**src/rtl/alu_pkg.sv**
```systemverilog
// Shared definitions for the ALU issue controller: opcode encoding and FSM states.
package alu_pkg;

    localparam logic [2:0] OP_AND  = 3'b000;
    localparam logic [2:0] OP_OR   = 3'b001;
    localparam logic [2:0] OP_ADD  = 3'b010;
    localparam logic [2:0] OP_SUB  = 3'b011;
    localparam logic [2:0] OP_XOR  = 3'b100;
    localparam logic [2:0] OP_NOR  = 3'b101;
    localparam logic [2:0] OP_SLT  = 3'b110;
    localparam logic [2:0] OP_RSVD = 3'b111;

    typedef enum logic [1:0] {
        IDLE  = 2'd0,
        ISSUE = 2'd1,
        EXEC  = 2'd2,
        RESP  = 2'd3
    } state_t;

endpackage

```
**src/rtl/alu_regfile.sv**
```systemverilog
// Register file: two combinational operand reads, a debug read, one synchronous
// write. Entry 0 is hardwired to zero.
module alu_regfile
    import alu_pkg::*;
#(
    parameter int N      = 32,
    parameter int REG_AW = 3
) (
    input  logic              clk,
    input  logic              rst_n,
    input  logic              we,
    input  logic [REG_AW-1:0] waddr,
    input  logic [N-1:0]      wdata,
    input  logic [REG_AW-1:0] raddr_a,
    output logic [N-1:0]      rdata_a,
    input  logic [REG_AW-1:0] raddr_b,
    output logic [N-1:0]      rdata_b,
    input  logic [REG_AW-1:0] dbg_addr,
    output logic [N-1:0]      dbg_data
);

    localparam int DEPTH = 2 ** REG_AW;

    logic [N-1:0] regs [DEPTH];

    always_ff @(posedge clk) begin
        if (!rst_n) begin
            for (int i = 0; i < DEPTH; i++) regs[i] <= '0;
        end else if (we && (waddr != '0)) begin
            regs[waddr] <= wdata;
        end
    end

    // Gate address 0 on the read side too, so reg 0 is zero by construction.
    assign rdata_a  = (raddr_a  == '0) ? '0 : regs[raddr_a];
    assign rdata_b  = (raddr_b  == '0) ? '0 : regs[raddr_b];
    assign dbg_data = (dbg_addr == '0) ? '0 : regs[dbg_addr];

endmodule

```
**src/rtl/alu_issue_ctrl.sv**
```systemverilog
// Issues one 3-operand instruction at a time to an external combinational ALU,
// writes the result back to the register file and reports completion.
module alu_issue_ctrl
    import alu_pkg::*;
#(
    parameter int N      = 32,
    parameter int REG_AW = 3
) (
    input  logic              clk,
    input  logic              rst_n,
    input  logic              ins_valid,
    output logic              ins_ready,
    input  logic [2:0]        ins_op,
    input  logic [REG_AW-1:0] ins_rd,
    input  logic [REG_AW-1:0] ins_rs,
    input  logic [REG_AW-1:0] ins_rt,
    output logic [N-1:0]      alu_r2,
    output logic [N-1:0]      alu_r3,
    output logic [2:0]        alu_op,
    input  logic [N-1:0]      alu_r1,
    output logic              rsp_valid,
    input  logic              rsp_ready,
    output logic [N-1:0]      rsp_data,
    output logic              rsp_err,
    input  logic [REG_AW-1:0] dbg_addr,
    output logic [N-1:0]      dbg_data
);

    state_t            state, state_next;
    logic [2:0]        op_lat;
    logic [REG_AW-1:0] rd_lat;
    logic [N-1:0]      src_a, src_b;
    logic [N-1:0]      result;
    logic              err;
    logic              accept;
    logic              rsvd;
    logic              wb_en;

    // Operand ports are addressed straight from the request so they can be
    // registered onto the ALU inputs on the accept edge.
    alu_regfile #(
        .N      (N),
        .REG_AW (REG_AW)
    ) u_regfile (
        .clk      (clk),
        .rst_n    (rst_n),
        .we       (wb_en),
        .waddr    (rd_lat),
        .wdata    (alu_r1),
        .raddr_a  (ins_rs),
        .rdata_a  (src_a),
        .raddr_b  (ins_rt),
        .rdata_b  (src_b),
        .dbg_addr (dbg_addr),
        .dbg_data (dbg_data)
    );

    assign ins_ready = rst_n && (state == IDLE);
    assign accept    = ins_valid && ins_ready;
    assign rsvd      = (op_lat == OP_RSVD);
    assign wb_en     = (state == EXEC) && !rsvd;
    assign rsp_valid = (state == RESP);
    assign rsp_data  = result;
    assign rsp_err   = err;

    always_comb begin
        state_next = state;
        case (state)
            IDLE:    if (accept) state_next = ISSUE;
            ISSUE:   state_next = EXEC;
            EXEC:    state_next = RESP;
            RESP:    if (rsp_ready) state_next = IDLE;
            default: state_next = IDLE;
        endcase
    end

    always_ff @(posedge clk) begin
        if (!rst_n) begin
            state  <= IDLE;
            op_lat <= OP_AND;
            rd_lat <= '0;
            alu_r2 <= '0;
            alu_r3 <= '0;
            alu_op <= OP_AND;
            result <= '0;
            err    <= 1'b0;
        end else begin
            state <= state_next;
            if (accept) begin
                op_lat <= ins_op;
                rd_lat <= ins_rd;
                alu_r2 <= src_a;
                alu_r3 <= src_b;
                alu_op <= ins_op;
            end
            // Result and error flag are frozen from EXEC until the next EXEC,
            // which keeps the response stable under backpressure.
            if (state == EXEC) begin
                result <= rsvd ? '0 : alu_r1;
                err    <= rsvd;
            end
        end
    end

endmodule

```
**config.mk**
```make
export PLATFORM = sky130hd
export DESIGN_NAME = alu_issue_ctrl
export DESIGN_NICKNAME = d
export VERILOG_FILES = /design/src/rtl/alu_pkg.sv /design/src/rtl/alu_regfile.sv /design/src/rtl/alu_issue_ctrl.sv
export SDC_FILE = /design/constraint.sdc
export NUM_CORES = 1
export LEC_CHECK = 0
export ABC_AREA = 1
export BUFFER_PORTS_ARGS = -buffer_cell sky130_fd_sc_hd__buf_2
export CAP_MARGIN = 0
export CORE_MARGIN = 2
export CORE_UTILIZATION = 55
export DETAILED_ROUTE_END_ITERATION = 16
export PLACE_DENSITY_LB_ADDON = 0.3
export SLEW_MARGIN = 0
export SYNTH_ARGS = -nofsm -noshare
export SYNTH_HDL_FRONTEND = slang
export SYNTH_SLANG_ARGS = --single-unit
export TNS_END_PERCENT = 10
```
**constraint.sdc**
```tcl
create_clock -name clk -period 2.6 [get_ports clk]
set_input_delay 0.13 -clock clk [delete_from_list [all_inputs] [get_ports clk]]
set_output_delay 0.13 -clock clk [all_outputs]
set_load 0.03 [all_outputs]
```
# After elaboration in Yosys (flattened, before gate mapping)
# Memory sizes are Yosys's and may differ from the RTL's.
# Cells that the tools add are included.
[word_totals]
reg_bits = 105
ramBits = 256
input_bits = 51
wordCells = 40
memories = 1
[op_classes]
n_eq_ne = 6
mux = 14
n_reduce_logical = 12
[memory_table]
columns = ["name", "depth", "width", "read_ports", "rd_clocked_by_memory_dff", "wr", "line_no", "rtl"]
rows = [
  ["u_regfile.regs", 8, 32, 3, 0, 8, "alu_regfile.sv:24", "logic [N-1:0] regs [DEPTH];"],
]
[op_table]
columns = ["cell", "count"]
rows = [
  ["$mux 32", 5],
  ["$reduce_or 32->1", 1],
  ["$logic_not 3->1", 3],
  ["$pmux 2 s4", 1],
  ["$mux 1", 5],
  ["$eq 2x2->1 const B", 2],
  ["$logic_and 1x1->1", 4],
  ["$mux 2", 2],
  ["$eq 3x3->1 const B", 1],
  ["$mux 3", 1],
  ["$reduce_bool 3->1", 1],
  ["$eq 2x1->1 const B", 1],
  ["$logic_not 2->1", 1],
  ["$ne 2x1->1 const B", 1],
  ["$ne 2x2->1 const B", 1],
  ["$reduce_and 2->1", 1],
  ["$logic_not 1->1", 1],
]

# Longest topological paths before layout
[depth]
ltp_word = 9
mapped_depth = 11

# Cells and area by module
# A second synthesis with hierarchy kept.
[unflattened]
cells_unflattened = 3003
hier_area_um2 = 21294.2
[modules_own_cells]
columns = ["mod", "n_inst", "cells_each", "area_each_um2", "seq_area_each_um2"]
rows = [
  ["alu_regfile", 1, 2516, 17387.9, 7687.4],
  ["alu_issue_ctrl", 1, 487, 3906.2, 2102.0],
]

# Worst setup path after synthesis
# No wires, ideal clock.
[synth_path]
kind = "register to register"
startpoint = "reg state[0]"
endpoint = "mem u_regfile.regs[7][0], enable pin"
arrival_time_ns = 1.911
required_time_ns = 2.211
slack_ns = 0.300
stages_incl_launch_ff = 8
n_path_buf = 1
period_less_slack_ns = 2.300
cell_sequence = "dfxtp_1 inv_1 ha_1 nand3_2 clkinv_4 nand4_4 buf_2 nand2_1"
[synth_lines]
columns = ["item", "line_no", "rtl"]
rows = [
  ["start, declared", "alu_issue_ctrl.sv:29", "state_t state, state_next;"],
  ["start signal, assigned", "alu_issue_ctrl.sv:88", "state <= state_next;"],
  ["end, declared", "alu_regfile.sv:24", ""],
]

==> key figures <==
Outcome
  – Status: finished, final reports clean

Clocking
  – CTS tree: yes
  – Clock transition at the registers of the reported paths: ~60 ps
  – Htree depth: 2
  – Clock latency on the worst-skew pair: about 540 ps
  – Cts repair resizes: 0
  – Clk buf depth: 3
  – Root Buffer: clkbuf_16
  – Setup bufs post-CTS: 0
  – Clock sink count: 361
  – Total CTS buffers: 39

Power and ir drop
  – Switching Share: approximately a third
  – Sequential fraction of design power: a little over two fifths
  – Lkg Pwr: ~9.9 nW
  – Clk pwr share: 35.5%
  – VDD IR-drop max: roughly 680 uV
  – Combinational share of power: between 20 and 25%
  – P_sw: between 5 and 6 mW
  – Cell Pwr Density: between 700 and 800 mW/mm^2
  – Int Power: ~11 mW

Synthesis
  – Top_reg_cell synth: edfxtp_1
  – Synth top area share: 40.06%
  – Dominant cell by count in the synthesized netlist: nand2_1
  – Syn Area/Cell: about 7.8 um^2
  – Post-synthesis cell count: 2,460
  – #FFs+latches synth: approximately 360
  – Post-synthesis sequential area ratio: between 50% and 60%
  – Post-synth top area cell: edfxtp_1
  – Top cells by area, synth: edfxtp_1, dfxtp_1, nand2_1, nor2_1, o21ai_0
  – Yosys cell types: 31
  – EDFF count, synth: 256
  – Most frequent cells after synthesis: nand2_1, nor2_1, edfxtp_1
  – Synthesized area: 0.01919 mm^2
  – YS warnings: 0
  – Async SR Flop Fraction: 0%

Drt
  – Pre-antenna DRT Iters: 7
  – Iter 0 DRT Violations: 3,166
  – Detail Route Antenna Nets: 0
  – DRC Markers: 0
  – Vias per inst: 6.049
  – Vias: between 15k and 20k
  – Wire length per cell: between 20 and 25 um
  – Routed WL: between 60,000 and 70,000 um

Worst setup path
  – Crit Path Class: flip-flop to flip-flop
  – CP bufs+invs: 3
  – Critical path required time: about 2800 ps
  – CP cell instances: inv_1 > ha_1 > nand3_2 > clkinv_4 > nand4_4 > nand2_1 > buf_4
  – CP arrival: about 2300 ps
  – Delay of the slowest critical-path stage: about 350 ps
  – Crit-path slowest cell: buf_4
  – Delay-heaviest family, CP: buffers and inverters
  – Critical Path End Type: flip-flop
  – Crit path max fanout: 19
  – Critical path startpoint category: flip-flop

Place
  – PortBufs: about 180
  – Placed Instances: just over 3k
  – HPWL after detailed placement: ~40,000 um
  – Gpl congestion: a little over 0.9
  – Placed Instance Area: between 0.02 and 0.025 mm^2

Finish
  – Finished Layout Cells: roughly 3.1k
  – Layout cells sized above 1: around an eighth
  – Nets: between 2k and 3k
  – Cell area after layout: about 0.022 mm^2
  – Area Growth Syn to Fin: 14.43%
  – N_diodes: 0

GRT
  – All-layer global routing usage: about 37%
  – Layer with the highest usage: met2
  – Number of global-route vias before repair: ~18k
  – Initial antenna violation count: 0
  – Met3 Use GR: around 8.3%
  – Met2 usage: a little under three fifths
  – Remaining Overflow, GRT: 0
  – Global-route wire length before repair: slightly above 100,000 um
  – Met1 Use GR: between 40% and 50%
  – Largest net degree at the start of global routing: 76

Floorplanning
  – FP Rows: 68
  – Core box area: 0.03446 mm^2
  – Initial Util: a little under three fifths
  – Die X: 190.8 um
  – Die Ht: roughly 190 um
  – Die Area: between 0.03 and 0.04 mm^2
  – IO Pins: around 190

Timing
  – Worst Skew: approximately 15 ps
  – Peak Freq: ~0.49 GHz
  – Final Hold Viols: 0
  – Min Tclk post-route: just over 2000 ps
  – Pins over their slew limit: 0
  – Slew HR: 41.69%
  – RSZ-0062 raised after global routing: no
  – Accumulated negative setup slack: 0 ps
  – Final setup fails: 0
  – Least-Margin Pin Slew: approximately 870 ps
  – Final period util: about four fifths

Flow run
  – Max-cap viol count: 0

Min path
  – Worst Hold Class: primary input to flip-flop
[final cells by class]
cell class | instances | area, um^2
tap | 455 | 569.3
timing repair buffer | 256 | 1627
fill | 2880 | 12500
clock inverter | 23 | 322.8
inverter | 189 | 714.4
multi-input combinational | 1764 | 7860
clock buffer | 49 | 1075
sequential | 361 | 9789
[worst paths after layout]
check        startpoint                    end  slack, ps  cells past startpoint
min          alu_r1[27]           rsp_data[27]          7                      3
min reg2reg  alu_r2[18]             alu_r2[18]        470                      2
max            state[0]  u_regfile.regs[3][10]        540                      7
max reg2reg    state[0]  u_regfile.regs[3][10]        540                      7
[power groups by stage]
stage / sequential, mW / combinational [mW] / clock, mW
floorplan: 7.95 / 1.79 / 0
global placement: 7.24 / 3.69 / 0
detailed placement: 7.26 / 3.75 / 0
CTS: 7.15 / 3.78 / 6.05
global route: 7.21 / 4.11 / 6.24
finish: 7.16 / 3.83 / 6.05
[cell usage in the layout (no fill, tap or decap)]
cell	n
conb_1	32
inv_6	1
o22ai_1	4
clkinv_4	1
o31ai_1	1
nand3_2	1
a21oi_1	92
nor2_8	1
a21boi_1	32
o211ai_1	34
dlygate4sd3_1	8
clkbuf_1	5
edfxtp_1	256
o21ai_0	243
inv_1	175
nand3_1	214
clkbuf_16	40
nand2_4	1
buf_12	11
clkbuf_8	4
bufinv_16	7
ha_1	3
inv_2	13
buf_4	56
nor2_2	1
buf_2	181
nor3_1	34
clkinvlp_4	3
clkinv_8	2
clkinv_1	1
nor2_1	481
nand4_4	7
dfxtp_1	105
nand4_1	23
nand2_2	2
nand2_1	555
o21ai_1	3
clkinv_2	9
[flip-flops by register name, summed over array words and instances, names as in the netlist]
register        count
rd_lat              3
alu_r2             32
alu_r3             32
rsp_data           32
op_lat              3
rsp_err             1
state               2
u_regfile.regs    256
[worst register-to-register path: stages (launching register included)]
cell and delay (ps):
dfxtp_1 330, inv_1 100, ha_1 250, nand3_2 140
clkinv_4 150, nand4_4 220, nand2_1 160, buf_4 350
[per-layer routing]
layer	wire length [um]	vias to the layer above
li1	-	8370
met1	24540	8468
met2	29290	1604
met3	9983	293
met4	3378	0
met5	0	-
[kinds of logic (layout without fill, tap and decap cells)]
logic type               after synthesis  after routing  share of synthesized area [%]
AO/OA/AOI/OAI                        409            409                          11.57
adder cells (fa/ha/maj)                3              3                         0.1956
buffers and inverters                366            517                          8.640
flip-flops                           361            361                          51.02
other                                  1             32                        0.01954
AND/OR/NAND/NOR                     1320           1320                          28.56
[stage by stage]
stage	util [%]	power [mW]	hold WS [ps]	setup slack (ps)
2_1_floorplan	-	9.739	240.5	299.6
3_3_place_gp	59.43	10.93	325.1	618.8
3_5_place_dp	59.43	11.01	329.1	582.4
4_1_cts	63.72	16.97	7.731	549.1
5_1_grt	63.72	17.56	38.98	435.6
6_report	63.72	17.04	7.101	543.1
[timing repair]
action,CTS,global route
hold buffers,8,0
endpoints found under the setup margin,0,0
endpoints found under the hold margin,8,0
(Power assumes the default switching activity.)
